[src/rtl/bitonic_sorter_pkg.sv]
// Shared types and constants for the bitonic sorter and the muon serial link.
// The serial transmitter and the matching receiver both import this package.
package bitonic_sorter_pkg;

    localparam int unsigned PT_WIDTH  = 4;
    localparam int unsigned IDX_WIDTH = 4;

    typedef struct packed {
        logic [PT_WIDTH-1:0]  pt;
        logic [IDX_WIDTH-1:0] idx;
    } muon_t;

    // Serial link framing
    localparam int unsigned MUON_WIDTH = PT_WIDTH + IDX_WIDTH;
    localparam int unsigned SYNC_WIDTH = 8;
    localparam logic [SYNC_WIDTH-1:0] SYNC_PATTERN = 8'hA5;

    typedef enum logic [1:0] {
        IDLE    = 2'd0,
        SYNC    = 2'd1,
        PAYLOAD = 2'd2,
        PARITY  = 2'd3
    } tx_state_t;

endpackage

[src/rtl/muon_serial_tx_if.sv]
// Frame handshake between the sorter output register and the serial transmitter.
interface muon_serial_tx_if
    import bitonic_sorter_pkg::*;
#(
    parameter int unsigned CAND_NUM = 16
);

    logic  in_valid;
    logic  in_ready;
    muon_t muons_in [0:CAND_NUM-1];

    modport master (
        output in_valid,
        output muons_in,
        input  in_ready
    );

    modport slave (
        input  in_valid,
        input  muons_in,
        output in_ready
    );

endinterface

[src/rtl/muon_pack.sv]
// Flattens a muon list into transmit order (muon 0 at the MSB, pt above idx)
// and reduces it to the even-parity bit of the payload.
module muon_pack
    import bitonic_sorter_pkg::*;
#(
    parameter int unsigned CAND_NUM     = 16,
    parameter int unsigned PAYLOAD_BITS = CAND_NUM * MUON_WIDTH
) (
    input  muon_t                   muons [0:CAND_NUM-1],
    output logic [PAYLOAD_BITS-1:0] payload,
    output logic                    parity
);

    always_comb begin
        payload = '0;
        for (int unsigned i = 0; i < CAND_NUM; i++) begin
            payload[PAYLOAD_BITS-1-i*MUON_WIDTH -: MUON_WIDTH] = muons[i];
        end
    end

    assign parity = ^payload;

endmodule

[src/rtl/muon_serial_tx.sv]
// Framed MSB-first serial transmitter: sync word, packed muon payload, even parity.
// Accepts the next frame in the parity cycle so back-to-back frames have no gap.
module muon_serial_tx
    import bitonic_sorter_pkg::*;
#(
    parameter int unsigned CAND_NUM = 16
) (
    input  logic              clk,
    input  logic              rst_n,
    muon_serial_tx_if.slave   bus,
    output logic              dout,
    output logic              busy,
    output logic [15:0]       frame_cnt
);

    localparam int unsigned PAYLOAD_BITS = CAND_NUM * MUON_WIDTH;
    localparam int unsigned CNT_W        = $clog2(PAYLOAD_BITS);
    localparam int unsigned SEL_W        = $clog2(SYNC_WIDTH);
    localparam int unsigned FCNT_W       = 16;

    tx_state_t               state_q, state_d;
    logic [CNT_W-1:0]        cnt_q, cnt_d;
    logic [PAYLOAD_BITS-1:0] shreg_q, shreg_d;
    logic                    parity_q, parity_d;
    logic                    dout_q, dout_d;
    logic                    busy_q, busy_d;
    logic [FCNT_W-1:0]       frame_cnt_q, frame_cnt_d;

    logic [PAYLOAD_BITS-1:0] payload;
    logic                    payload_parity;
    logic                    accept_c;
    logic [SEL_W-1:0]        sync_sel_c;

    muon_pack #(
        .CAND_NUM     (CAND_NUM),
        .PAYLOAD_BITS (PAYLOAD_BITS)
    ) u_pack (
        .muons   (bus.muons_in),
        .payload (payload),
        .parity  (payload_parity)
    );

    // Ready is a pure decode of the registered state
    assign bus.in_ready = (state_q == IDLE) || (state_q == PARITY);
    assign accept_c     = bus.in_valid && bus.in_ready;
    assign sync_sel_c   = SEL_W'(SYNC_WIDTH - 1) - SEL_W'(cnt_q);

    // Next-state and next-output logic
    always_comb begin
        state_d     = state_q;
        cnt_d       = cnt_q;
        shreg_d     = shreg_q;
        parity_d    = parity_q;
        dout_d      = 1'b0;
        busy_d      = (state_q != IDLE);
        frame_cnt_d = frame_cnt_q;

        if (accept_c) begin
            shreg_d  = payload;
            parity_d = payload_parity;
        end

        unique case (state_q)
            IDLE: begin
                if (accept_c) begin
                    state_d = SYNC;
                    cnt_d   = '0;
                end
            end
            SYNC: begin
                dout_d = SYNC_PATTERN[sync_sel_c];
                if (cnt_q == CNT_W'(SYNC_WIDTH - 1)) begin
                    state_d = PAYLOAD;
                    cnt_d   = '0;
                end else begin
                    cnt_d = cnt_q + CNT_W'(1);
                end
            end
            PAYLOAD: begin
                dout_d  = shreg_q[PAYLOAD_BITS-1];
                shreg_d = {shreg_q[PAYLOAD_BITS-2:0], 1'b0};
                if (cnt_q == CNT_W'(PAYLOAD_BITS - 1)) begin
                    state_d = PARITY;
                    cnt_d   = '0;
                end else begin
                    cnt_d = cnt_q + CNT_W'(1);
                end
            end
            PARITY: begin
                dout_d      = parity_q;
                frame_cnt_d = frame_cnt_q + FCNT_W'(1);
                if (accept_c) begin
                    state_d = SYNC;
                    cnt_d   = '0;
                end else begin
                    state_d = IDLE;
                end
            end
            default: begin
                state_d = IDLE;
            end
        endcase
    end

    // State and output registers
    always_ff @(posedge clk or negedge rst_n) begin
        if (!rst_n) begin
            state_q     <= IDLE;
            cnt_q       <= '0;
            shreg_q     <= '0;
            parity_q    <= 1'b0;
            dout_q      <= 1'b0;
            busy_q      <= 1'b0;
            frame_cnt_q <= '0;
        end else begin
            state_q     <= state_d;
            cnt_q       <= cnt_d;
            shreg_q     <= shreg_d;
            parity_q    <= parity_d;
            dout_q      <= dout_d;
            busy_q      <= busy_d;
            frame_cnt_q <= frame_cnt_d;
        end
    end

    assign dout      = dout_q;
    assign busy      = busy_q;
    assign frame_cnt = frame_cnt_q;

endmodule

[src/flat_wrapper.sv]
// flat-port wrapper written by rule: the top's interface ports become plain ports
module muon_serial_tx_flat import bitonic_sorter_pkg::*;
#(
    parameter int unsigned CAND_NUM = 16
)
  (clk, rst_n, dout, busy, frame_cnt, bus_in_valid, bus_muons_in, bus_in_ready);
  muon_serial_tx_if #(.CAND_NUM(CAND_NUM)) bus_i ();
  input  logic clk;
  input  logic rst_n;
  output logic dout;
  output logic busy;
  output logic [15:0] frame_cnt;
  input wire logic [$bits(bus_i.in_valid)-1:0] bus_in_valid;
  input wire logic [$bits(bus_i.muons_in)-1:0] bus_muons_in;
  output wire logic [$bits(bus_i.in_ready)-1:0] bus_in_ready;
  assign bus_i.in_valid = bus_in_valid;
  assign bus_i.muons_in = {>>{bus_muons_in}};
  assign bus_in_ready = bus_i.in_ready;
  muon_serial_tx #(.CAND_NUM(CAND_NUM)) u_core (.clk(clk), .rst_n(rst_n), .bus(bus_i), .dout(dout), .busy(busy), .frame_cnt(frame_cnt));
endmodule
[config.mk]
export PLATFORM = sky130hd
export DESIGN_NAME = muon_serial_tx_flat
export DESIGN_NICKNAME = d
export VERILOG_FILES = /design/src/rtl/bitonic_sorter_pkg.sv /design/src/rtl/muon_serial_tx_if.sv /design/src/rtl/muon_pack.sv /design/src/rtl/muon_serial_tx.sv /design/src/flat_wrapper.sv
export SDC_FILE = /design/constraint.sdc
export NUM_CORES = 1
export LEC_CHECK = 0
export BUFFER_PORTS_ARGS = -buffer_cell sky130_fd_sc_hd__buf_4
export CORE_ASPECT_RATIO = 1.4
export CORE_MARGIN = 5
export CORE_UTILIZATION = 45
export CTS_CLUSTER_DIAMETER = 80
export CTS_CLUSTER_SIZE = 16
export DETAILED_ROUTE_END_ITERATION = 6
export MAX_ROUTING_LAYER = met4
export PLACE_DENSITY = 0.72
export SETUP_SLACK_MARGIN = 0.02
export SLEW_MARGIN = 20
export SYNTH_ARGS = -nofsm -noshare
export SYNTH_HDL_FRONTEND = slang
export SYNTH_SLANG_ARGS = --single-unit
[constraint.sdc]
create_clock -name clk -period 2.2 [get_ports clk]
set_clock_uncertainty 0.1 [all_clocks]
set_input_delay 0.44 -clock clk [delete_from_list [all_inputs] [get_ports clk]]
set_output_delay 0.44 -clock clk [all_outputs]
set_load 0.05 [all_outputs]
-- Word-level counts from Yosys, hierarchy flattened
Memory sizes are Yosys's and may differ from the RTL's.
Cells that the tools add are included.
- word-level logic and storage cells: 42
- bits of input ports: 131
- output and inout port bits: 19
- register bits: 156
- bits in read-only memories: 8
- memories kept: 1
- eq/ne operators: 9
- add/subtract/negate cells: 3
- reductions and logical operators: 8
- mux-type cells: 13
- magnitude comparators: 1
- memories (name ; words ; width ; rd ports ; clocked after memory_dff ; write ports ; line ; text):
    (name not given) ; 8 ; 1 ; 1 ; 0 ; 0 ; muon_serial_tx.sv:71 ; dout_d = SYNC_PATTERN[sync_sel_c];
- operators with widths (kind ; number):
    $mux 128 ; 2
    $reduce_xor 128->1 ; 1
    $mux 7 ; 3
    $pmux 7 s3 ; 1
    $add 16x1->16 const B ; 1
    $ne 2x1->1 const B ; 4
    $pmux 2 s4 ; 1
    $add 7x1->7 const B ; 1
    $eq 7x3->1 const B ; 1
    $eq 7x7->1 const B ; 1
    $mux 2 ; 3
    $eq 2x2->1 const B ; 2
    $lt 3x4->1 const B ; 1
    $reduce_bool 2->1 ; 2
    $pmux 1 s3 ; 1
    $reduce_and 3->1 ; 1
    $sub 3x3->3 const A ; 1
    $eq 2x1->1 const B ; 1
    $logic_not 2->1 ; 1
    $mux 1 ; 2
    $reduce_or 2->1 ; 1
    $logic_and 1x1->1 ; 1
    $logic_or 1x1->1 ; 1

-- Logic depth before layout (Yosys ltp)
Gate-level depths: netlist (run 1).
- depth after elaboration: 5
- mapped depth: 8
- mapped depth without buffers: 8

-- Modules after synthesis
A second synthesis (run 1) with hierarchy kept.
- cell total of the unflattened synthesis: 947
- area, all modules: 9253.9 um^2
- by module, submodules not included (module ; area an instance (um^2) ; cells each ; sequential area each (um^2) ; times used):
    muon_serial_tx ; 7180.6 ; 692 ; 3903.7 ; 1
    muon_pack ; 2073.2 ; 255 ; 0.0 ; 1

-- Worst setup path after synthesis (run 1)
No wires, ideal clock.
- path type: reg2reg
- from: reg u_core.state_q[0]
- to: reg u_core.state_q[0]
- library setup time: 0.138 ns
- period minus slack after synthesis: 2.375 ns
- slack: -0.175 ns
- cell stages (with the launch flop): 8
- required time: 1.962 ns
- arrival time: 2.137 ns
- buffers on the path: 0
- cell sequence: dfrtp_1 -> inv_1 -> ha_1 -> inv_1 -> nand2_1 -> a221o_1 -> a2111oi_0 -> a21oi_1
- cells in the longest elaborated chain, start to end: 5
- elaborated cells between the ends (all ways): 12
- those cells by class: eq/ne (6); mux (2); reduce/logical (4)
- RTL lines (item ; line ; text):
    start: declaration ; muon_serial_tx.sv:21 ; tx_state_t state_q, state_d;
    start signal: assignment ; muon_serial_tx.sv:116 ; state_q <= state_d;
    $eq 2x2->1 or $logic_not 2->1 (tied branches) ; muon_serial_tx.sv:44 ; assign bus.in_ready = (state_q == IDLE) || (state_q == PARITY);
    $logic_or 1x1->1 * ; muon_serial_tx.sv:44 ;
    via bus_in_ready ; flat_wrapper.sv:15 ; output wire logic [$bits(bus_i.in_ready)-1:0] bus_in_ready;
    $logic_and 1x1->1 * ; muon_serial_tx.sv:45 ; assign accept_c = bus.in_valid && bus.in_ready;
    $mux 1 or $ne 2x1->1 (tied branches) ; - ;
    $pmux 2 s4 or $reduce_and 3->1 (tied branches) ; - ;
The timed path passes the listed nets; every way through them passes the cells marked *.
A chain may end at the register's enable or synchronous reset.

-- Final worst setup path (run 1)
- from: reg u_core.state_q[1]
- to: out bus_in_ready
- cells in the longest elaborated chain, start to end: 2
- elaborated cells between the ends (all ways): 3
- those cells by class: eq/ne (1); reduce/logical (2)
- RTL lines (item ; line):
    $eq 2x2->1 or $logic_not 2->1 (tied branches) ; muon_serial_tx.sv:44
    $logic_or 1x1->1 * ; muon_serial_tx.sv:44
    end: declaration ; flat_wrapper.sv:15
Every way passes the cells marked *; elsewhere a longest branch is shown, timed or not.

==> impl_metrics.csv, run 1 <==
group,metric,value,unit
status,run_status,"completed",
yosys,synth_top_cell_by_area,"sky130_fd_sc_hd__dfrtp_1",
floorplan,die_w,124.3,um
yosys,synth-simple-area-share,8.522,%
floorplan,placement_rows,58,
sta,final_worst_path_cycle_share,94.97,%
yosys,synthDistinctLibCells,31,
route,totalWireLength,19210,um
clocking,cts_tree,"built",
sta,rsz0062_at_grt,"false",
floorplan,pin_count,150,
min_path,worstHoldPathType,"input pin to flip-flop",
sta,finalMaxSlewViolations,0,
finish,signed_area_change_from_the_synthesized_netlist_to_the_final_layout,27.60,%
route,postRouteAntennaNets,0,
critical_path,critical-path-max-stage-delay,420,ps
critical_path,critical_path.cell_chain,"inv_2, ha_4, clkinvlp_4, buf_4",
yosys,yosys_warnings,0,
yosys,synth_compound_area_share,9.464,%
critical_path,crit_path_top_delay_cell,"sky130_fd_sc_hd__dfrtp_2",
sta,timing.final.setup_violations,0,
route,drcViolationCount,0,
global_routing,grt.total_usage,18.96,%
yosys,syn_area,8237,um2
yosys,synth-seq-area-share,47.39,%
sta,timing.hold.ws,189.9,ps
route,routed_via_density,5.103,
sta,achievable-frequency,478.6,MHz
clocking,clkTransAtPathRegs,60,ps
route,via_count,6221,
global_routing,grt-ovfl-total,0,
yosys,synth-main-ff-cell,"sky130_fd_sc_hd__dfrtp_1",
pwr,vdd_drop_max,585.7,uV
yosys,yosys-top-cells-count,"156 x sky130_fd_sc_hd__dfrtp_1, 139 x sky130_fd_sc_hd__nand2_1, 135 x sky130_fd_sc_hd__o21ai_0",
clocking,cts.sinks,156,
place,placement.io_buffers,149,
global_routing,grt_antenna_before_repair,0,
finish,nets,1106,
pwr,pwr-share-clk,20.9,%
critical_path,timing.setup.critical_path_class,"flip-flop to output port",
sta,hold_viol,0,
floorplan,die_height,170.1,um
pwr,power.density_cell_area,1372,nW/um2
route,detail_route.first_pass.iterations,4,
pwr,power_leakage,4.454,nW
sta,maxSlewHeadroom,67.88,%
yosys,synth_net_count,948,
global_routing,grt_max_degree,89,
place,place_hpwl,14330,um
route,wl_per_cell,15.76,um
global_routing,grt_pass1_vias,6565,
yosys,xor_xnor_share_of_the_synthesized_area,15.21,%
yosys,synth_enable_flop_cells,0,
pwr,p_switching,0.005356,W
clocking,clkLatencyLatePin,420,ps
pwr,comb_power_share,44.5,%
yosys,synth_top_family_by_area,"multiplexers",
yosys,post-synth-top-area-fraction,47.39,%
floorplan,initial_utilization,45.77,%
clocking,inserted_clock_buffers,17,
sta,fin_crit,2089,ps
pwr,power_frac_seq,34.7,%
job,max_cap_violations,0,
pwr,power.share.switching,37.14,%
critical_path,endpoint_kind,"output port",
floorplan,floorplan.core_area,18000,um2
yosys,ys_ff_latch,156,
critical_path,path_max_fanout,5,
yosys,post-synth-top-count-cell,"sky130_fd_sc_hd__dfrtp_1",
yosys,synthTopCellsByArea,"sky130_fd_sc_hd__dfrtp_1 47%, sky130_fd_sc_hd__mux2i_1 16%, sky130_fd_sc_hd__xnor2_1 13%",
sta,finalSetupTns,0,ps
clocking,cts_max_level,4,
place,place.gp.congestion,0.8036,
clocking,number_of_buffers_between_clock_root_and_the_deepest_sink,2,
yosys,synthCells,809,
yosys,async_reset_ff_share,100.0,%
yosys,synth_mux_area_share,15.69,%
yosys,yosys.area_share.adder,1.215,%
critical_path,crit_path_required_time,1660,ps
global_routing,grt_pass1_wl,31820,um
finish,drive_gt1_share,22.88,%
floorplan,floorplan.die_area,21150,um2
yosys,postSynthAreaPerCell,10.18,um2
clocking,clk_tree_root_cell,"sky130_fd_sc_hd__clkbuf_16",
sta,max_slew.worst_pin.slew,481.8,ps
route,drt-initial-drc-count,253,
pwr,intPower,0.009064,W
critical_path,start_kind,"flip-flop",
critical_path,timing.critical_path.arrival,1550,ps
finish,antenna-diode-count,0,
registers in the layout, summed over array words and instances, names as in the netlist:
name	flops
u_core.state_q	2
u_core.shreg_q	128
u_core.busy	1
u_core.cnt_q	7
u_core.parity_q	1
u_core.frame_cnt	16
u_core.dout	1
worst max-delay path: cells and delay by family (launching register included):
family                     cells  cell delay [ps]
DFF                            1              420
adders and majority gates      1              330
buffers and inverters          3              380
layout make-up:
type                       instances  area, um2
clock buffer                      20      456.7
clock inverter                    11      143.9
fill                            1609       7487
inverter                           5      22.52
multi-input combinational        603       4169
sequential                       156       3905
tap                              240      300.3
timing repair buffer             184       1513
worst paths after layout:
kind | cells past startpoint | start | slack (ps) | end
setup / recovery | 4 | u_core.state_q[1] | 110 | bus_in_ready
hold / removal | 3 | bus_muons_in[0] | 190 | u_core.shreg_q[0]
max in group asynchronous | 3 | rst_n | 840 | u_core.shreg_q[23]
min in group asynchronous | 2 | rst_n | 430 | u_core.state_q[0]
setup reg to reg | 7 | u_core.cnt_q[0] | 200 | u_core.cnt_q[6]
hold reg to reg | 1 | u_core.frame_cnt[15] | 370 | u_core.frame_cnt[15]
cell families after synthesis:
kind of cell             count (synthesis)
AO/OA/AOI/OAI                          149
XOR/XNOR                               143
adder cells (fa/ha/maj)                  8
buffers and inverters                   50
flip-flops                             156
multiplexers                           129
AND/OR/NAND/NOR                        174
layout by cell type (no fill, tap or decap), drive strengths merged, types with 10 or more instances in the layout:
cell    instances
buf           183
clkbuf         20
dfrtp         156
mux2i         128
nand2         139
nand3          10
nor2           11
o21ai         136
xnor2         121
xor2           22
power by group through the flow:
stage	Sequential (W)	Clock [W]	Combinational, W
after global placement	0.00499	0	0.00632
after floorplan	0.00501	0	0.00448
final	0.00500	0.00301	0.00641
after global routing	0.00516	0.00320	0.00714
after detailed placement	0.00502	0	0.00648
after CTS	0.00499	0.00307	0.00651
routing by layer:
layer  global-route usage, %  part of all wire (%)  vias to the layer above
li1                        -                     -                     3053
met1                   21.80                    41                     3008
met2                   32.91                    53                      133
met3                   3.925                   3.9                       27
met4                   6.819                   2.2                        0
met5                       -                     0                        -
per-stage QoR:
step	setup WS, ps	instances	power (W)	area (um2)	utilization, %
after floorplan	41.99	809	0.009493	8259	-
after global placement	-85.75	1187	0.01131	9894	54.98
after detailed placement	-98.65	1187	0.01150	9894	54.98
after CTS	27.91	1219	0.01458	10510	58.38
after global routing	29.51	1219	0.01550	10510	58.40
final	110.6	1219	0.01442	10510	58.40
repair_timing:
action	CTS	global route
resized for setup	2	3
endpoints found under the hold margin	40	0
cloned	0	0
setup endpoints to repair	2	6
setup buffers	0	0
hold buffers	1	0
(Power assumes the default switching activity.)
==> inputs of run 2 (changes only) <==
ABC_AREA = 1   (was default)
GPL_ROUTABILITY_DRIVEN = 0   (was default)
PLACE_DENSITY = 0.71   (was 0.72)
==> run 2 against run 1 <==
Global-route usage is 1.2 points higher. Area after synthesis is 12% higher. Non-clock buffer count is 15 lower. Maximum frequency fell by 3.4%. Via count rose by 38%. Critical path type unchanged. Critical endpoint unchanged.
==> impl_metrics.csv, run 2 <==
group,metric,value,unit
status,run_status,"completed",
floorplan,die_height,179.2,um
critical_path,cell_count_along_the_critical_path,4,
yosys,synth_net_count,1418,
floorplan,placement_rows,62,
sta,max_slew.worst_pin.slew,426.9,ps
yosys,syn_area,9201,um2
finish,antenna-diode-count,0,
global_routing,grt.total_usage,20.15,%
pwr,p_switching,0.005593,W
clocking,cts_max_level,4,
floorplan,initial_utilization,45.27,%
min_path,worstHoldPathType,"input pin to flip-flop",
global_routing,grtUsageMet3,3.100,%
yosys,synth-seq-area-share,42.43,%
yosys,yosys_warnings,0,
sta,timing.hold.ws,169.0,ps
critical_path,crit_family,"buffers and inverters",
clocking,cts_tree,"built",
route,drt-initial-drc-count,427,
finish,largest_register_ffs,128,
yosys,synth_top_cell_by_area,"sky130_fd_sc_hd__dfrtp_1",
yosys,async_reset_ff_share,100.0,%
finish,nets,1564,
critical_path,crit_path_required_time,1660,ps
critical_path,start_kind,"flip-flop",
critical_path,critical_path.reg2reg.endpoint,"u_core.shreg_q[115]",
clocking,cts.sinks,156,
pwr,power.share.switching,40.62,%
critical_path,worst-r2r-cell-count,9,
global_routing,grt-ovfl-total,0,
critical_path,critical_path.cell_chain,"inv_1, ha_1, inv_1, buf_4",
route,via_count,8566,
critical_path,critical-path-max-stage-delay,400,ps
critical_path,critical_path.n_buffers_inverters,3,
yosys,synth_enable_flop_cells,0,
yosys,synthTopCellsByArea,"sky130_fd_sc_hd__dfrtp_1 42%, sky130_fd_sc_hd__nand2_1 18%, sky130_fd_sc_hd__nor2_1 9.4%",
finish,fin_util,55.57,%
sta,finalWorstSetupSlack,37.98,ps
route,totalWireLength,22230,um
sta,final_worst_path_cycle_share,98.27,%
pwr,power_leakage,5.680,nW
finish,top_register,"u_core.shreg_q",
min_path,hold_path_depth,3,
pwr,power_frac_seq,35.4,%
critical_path,path_max_fanout,4,
route,wl_per_cell,13.13,um
global_routing,grt_pass1_vias,8328,
global_routing,use_met1,22.74,%
sta,finalMaxSlewViolations,0,
finish,drive_gt1_share,15.31,%
yosys,post-synth-top-count-cell,"sky130_fd_sc_hd__nand2_1",
sta,hold_viol,0,
pwr,intPower,0.008177,W
yosys,yosys-top-cells-count,"442 x sky130_fd_sc_hd__nand2_1, 231 x sky130_fd_sc_hd__nor2_1, 156 x sky130_fd_sc_hd__dfrtp_1",
finish,layout_commonest_cell,"sky130_fd_sc_hd__nand2_1",
finish,fillers,1960,
route,detail_route.first_pass.iterations,4,
sta,fin_crit,2162,ps
global_routing,met2_usage,35.58,%
yosys,synth-main-ff-cell,"sky130_fd_sc_hd__dfrtp_1",
critical_path,timing.setup.critical_path_class,"flip-flop to output port",
finish,layout.cells.most_common_list,"442 x sky130_fd_sc_hd__nand2_1, 231 x sky130_fd_sc_hd__nor2_1, 159 x sky130_fd_sc_hd__buf_4",
floorplan,floorplan.core_area,20320,um2
global_routing,grt_pass1_wl,37190,um
job,max_cap_violations,0,
yosys,post-synth-top-area-fraction,42.43,%
pwr,pwr-share-clk,20.6,%
yosys,synthDistinctLibCells,29,
yosys,postSynthAreaPerCell,7.194,um2
critical_path,endpoint_kind,"output port",
global_routing,gr-max-usage-layer,"met2",
min_path,hold_path_end,"u_core.shreg_q[14]",
route,postRouteAntennaNets,0,
sta,rsz0062_at_grt,"true",
yosys,synthCells,1279,
finish,signed_area_change_from_the_synthesized_netlist_to_the_final_layout,22.74,%
critical_path,timing.critical_path.arrival,1620,ps
pwr,comb_power_share,44.0,%
clocking,clkLatencyLatePin,420,ps
clocking,clkTransAtPathRegs,60,ps
place,dp_slack,111.8,ps
critical_path,crit_path_top_delay_cell,"sky130_fd_sc_hd__dfrtp_1",
critical_path,r2r_setup_slack,190,ps
clocking,clk_tree_root_cell,"sky130_fd_sc_hd__clkbuf_16",
clocking,number_of_buffers_between_clock_root_and_the_deepest_sink,2,
global_routing,grt_max_degree,86,
route,routed_via_density,5.060,
global_routing,grt_antenna_before_repair,0,
sta,achievable-frequency,462.5,MHz
sta,maxSlewHeadroom,71.30,%
critical_path,r2r-start,"u_core.state_q[0]",
floorplan,floorplan.die_area,23450,um2
place,placement.io_buffers,149,
place,place_hpwl,16720,um
pwr,vdd_drop_max,672.4,uV
min_path,hold_path_startpoint,"bus_muons_in[14]",
pwr,power.density_cell_area,1219,nW/um2
floorplan,pin_count,150,
sta,timing.final.setup_violations,0,
yosys,ys_ff_latch,156,
critical_path,dominant_cell_type_by_count_on_the_critical_path,"sky130_fd_sc_hd__inv_1",
floorplan,die_w,130.9,um
route,drcViolationCount,0,
clocking,inserted_clock_buffers,17,
==> run 2: cell types whose count changed in the layout (fill, tap and decap cells not counted), moves of 84 or more <==
cell	change
sky130_fd_sc_hd__nand2_1	+303
sky130_fd_sc_hd__nor2_1	+220
sky130_fd_sc_hd__o21ai_0	-129
sky130_fd_sc_hd__mux2i_1	-128
sky130_fd_sc_hd__o22ai_1	+122
sky130_fd_sc_hd__inv_1	+84
==> run 2: power by group through the flow <==
stage	clock network [W]	logic, W	registers, W
2_1_floorplan	0	0.00414	0.00494
3_3_place_gp	0	0.00588	0.00489
3_5_place_dp	0	0.00607	0.00491
4_1_cts	0.00291	0.00609	0.00487
5_1_grt	0.00303	0.00690	0.00502
6_report	0.00284	0.00606	0.00487
==> run 2: worst min-delay path, cell delays in order <==
cell and delay [ps]:
sky130_fd_sc_hd__buf_4 120, sky130_fd_sc_hd__inv_1 40, sky130_fd_sc_hd__a21oi_1 50
==> run 2: what timing repair did <==
action                                  in CTS  in global routing
endpoints found under the hold margin       31                  0
hold buffers                                 1                  0
resized for setup                            0                  4
endpoints found under the setup margin       0                 35
buffers inserted                             0                  0
==> run 2: per-layer routing <==
metal,vias up,wire (um)
li1,4379,-
met1,3975,9107
met5,-,0
met4,0,518
met2,174,11660
met3,38,942
==> run 2: cell type report <==
cell class	instances	area (um2)	area share (%)
clock buffers	18	429.2	3.800
well taps	256	320.3	2.836
repair buffers	169	1366	12.10
inverters	98	374.1	3.313
clock inverters	13	142.6	1.263
flip-flops and latches	156	3904	34.57
multi-input cells	983	4757	42.12
==> run 2: how the worst max path moves through the flow <==
stage	startpoint	end	slack, ps
after floorplan	u_core.state_q[0]	u_core.shreg_q[25]	200
after global placement	u_core.state_q[0]	u_core.shreg_q[91]	170
after detailed placement	u_core.state_q[0]	u_core.shreg_q[95]	110
after CTS	u_core.state_q[0]	bus_in_ready	90
after global routing	u_core.state_q[0]	bus_in_ready	-30
final	u_core.state_q[0]	bus_in_ready	40
==> run 2: metrics by stage <==
stage | cells | power, W | TNS (ps) | instance area [um2]
floorplan | 1279 | 0.009089 | 0 | 9201
CTS | 1693 | 0.01386 | 0 | 11280
global placement | 1661 | 0.01077 | 0 | 10690
finish | 1693 | 0.01377 | 0 | 11290
global route | 1693 | 0.01495 | -25.19 | 11290
detailed placement | 1661 | 0.01098 | 0 | 10690
==> run 2: logic make-up (layout without fill, tap and decap cells) <==
| group | after synthesis | after routing | synth area share (%) |
|---|---|---|---|
| flops | 156 | 156 | 42.43 |
| compound gates | 168 | 168 | 11.14 |
| buf+inv | 140 | 298 | 6.024 |
| fa+ha+maj | 8 | 8 | 1.088 |
| simple gates | 703 | 703 | 29.40 |
| mux | 1 | 1 | 0.1224 |
| xor+xnor | 103 | 103 | 9.804 |
==> inputs of run 3 (changes only) <==
SETUP_SLACK_MARGIN = 0.3   (was 0.02)
==> run 3 against run 2 <==
Utilization increased by 1.1 points. Via count increased by 1.7%. Worst hold slack got worse by 4.3 ps. Total power increased by 4.3%. Worst setup slack improved by 280 ps.
==> impl_metrics.csv, run 3 (synthesis gave the netlist of run 2 again) <==
group,metric,value,unit
finish,top_register,"u_core.shreg_q",
finish,final_area,11520,um2
route,drt-initial-drc-count,466,
route,postRouteAntennaNets,0,
floorplan,placement_rows,62,
clocking,cts_max_level,4,
finish,drive_gt1_share,16.83,%
clocking,clkLatencyLatePin,430,ps
sta,hold_viol,0,
route,wl_per_cell,13.78,um
clocking,cts.sinks,156,
sta,timing.final.setup_violations,0,
global_routing,grt.total_usage,20.60,%
route,totalWireLength,23510,um
clocking,inserted_clock_buffers,17,
sta,finalMaxSlewViolations,0,
clocking,number_of_buffers_between_clock_root_and_the_deepest_sink,2,
sta,final_worst_path_cycle_share,85.72,%
job,max_cap_violations,0,
global_routing,grt_max_degree,64,
sta,fin_crit,1886,ps
floorplan,floorplan.die_area,23450,um2
finish,layout_commonest_cell,"sky130_fd_sc_hd__nand2_1",
clocking,cts_tree,"built",
pwr,power_leakage,5.784,nW
global_routing,grt_antenna_before_repair,0,
critical_path,crit_family,"flip-flops",
floorplan,floorplan.core_area,20320,um2
critical_path,critical-path-max-stage-delay,370,ps
finish,nets,1576,
place,post_dp_cell_area,10740,um2
min_path,worstHoldPathType,"input pin to flip-flop",
finish,antenna-diode-count,0,
finish,fin_util,56.70,%
route,drcViolationCount,0,
route,detail_route.first_pass.iterations,5,
critical_path,start_kind,"flip-flop",
critical_path,critical_path.cell_chain,"inv_2, ha_4, inv_4, buf_8",
sta,rsz0062_at_grt,"true",
floorplan,pin_count,150,
place,place_hpwl,16750,um
pwr,post-layout-total-power,0.01436,W
critical_path,endpoint_kind,"output port",
critical_path,timing.critical_path.arrival,1350,ps
sta,max_slew.worst_pin.slew,528.0,ps
route,routed_via_density,5.108,
floorplan,die_height,179.2,um
place,placement.io_buffers,149,
critical_path,timing.setup.critical_path_class,"flip-flop to output port",
status,run_status,"completed",
route,via_count,8714,
global_routing,grt-ovfl-total,0,
global_routing,grt_pass1_wl,37940,um
finish,layout.cells.most_common_list,"441 x sky130_fd_sc_hd__nand2_1, 228 x sky130_fd_sc_hd__nor2_1, 166 x sky130_fd_sc_hd__buf_4",
global_routing,grt_pass1_vias,8460,
floorplan,initial_utilization,45.27,%
pwr,power.density_cell_area,1246,nW/um2
finish,largest_register_ffs,128,
critical_path,path_max_fanout,3,
critical_path,crit_path_top_delay_cell,"sky130_fd_sc_hd__dfrtp_1",
clocking,clk_tree_root_cell,"sky130_fd_sc_hd__clkbuf_16",
pwr,vdd_drop_max,565.4,uV
critical_path,critical_path.n_buffers_inverters,3,
clocking,clkTransAtPathRegs,60,ps
finish,signed_area_change_from_the_synthesized_netlist_to_the_final_layout,25.25,%
sta,achievable-frequency,530.3,MHz
sta,maxSlewHeadroom,64.80,%
floorplan,die_w,130.9,um
critical_path,crit_path_required_time,1660,ps
sta,finalSetupTns,0,ps
==> run 3: what timing repair did <==
item	CTS	global route
endpoints found under the setup margin	61	102
gates cloned	0	2
hold buffers	1	0
setup buffers	4	4
hold endpoints to repair	48	0
pin swaps	0	7
gates resized for setup	4	23
==> run 3: area by class of cell <==
class,count,area [um2]
Sequential cell,156,3904
Inverter,98,380.4
Tap cell,256,320.3
Multi-Input combinational cell,983,4823
Fill cell,1931,8800
Clock buffer,22,464.2
Clock inverter,10,115.1
Timing Repair Buffer,181,1518
==> run 3: per-stage QoR <==
step,hold slack (ps),worst slack (ps),cells
6_report,164.8,314.2,1706
5_1_grt,158.0,236.5,1706
4_1_cts,150.2,270.1,1700
3_5_place_dp,323.0,160.3,1663
3_3_place_gp,326.1,214.0,1663
2_1_floorplan,44.41,300.8,1279
==> run 3: final timing paths <==
path	from	to	slack [ps]	cells past startpoint
max reg2reg	u_core.cnt_q[0]	u_core.cnt_q[3]	340	8
min reg2reg	u_core.frame_cnt[15]	u_core.frame_cnt[15]	370	1
min in group asynchronous	rst_n	u_core.shreg_q[58]	420	2
max in group asynchronous	rst_n	u_core.cnt_q[6]	900	3
max	u_core.state_q[0]	bus_in_ready	310	4
min	bus_muons_in[69]	u_core.shreg_q[69]	160	3
==> run 3: tightest hold or removal path: stages <==
cell                     delay, ps
sky130_fd_sc_hd__buf_4          90
sky130_fd_sc_hd__nor2_1         40
sky130_fd_sc_hd__nor2_1         80
==> run 3: where the power goes <==
group	internal [W]	total, W	switching [W]
sequential	0.00417	0.00489	0.000713
clock	0.00173	0.00291	0.00119
combinational	0.00261	0.00656	0.00395
total	0.00851	0.0144	0.00585
==> run 3: metal layers <==
| metal | wire [um] | part of all wire, % | GRT usage [%] |
|---|---|---|---|
| met5 | 0 | 0 | - |
| met4 | 568 | 2.4 | 6.904 |
| met3 | 1243 | 5.3 | 4.232 |
| met2 | 12140 | 52 | 36.14 |
| met1 | 9558 | 41 | 23.24 |
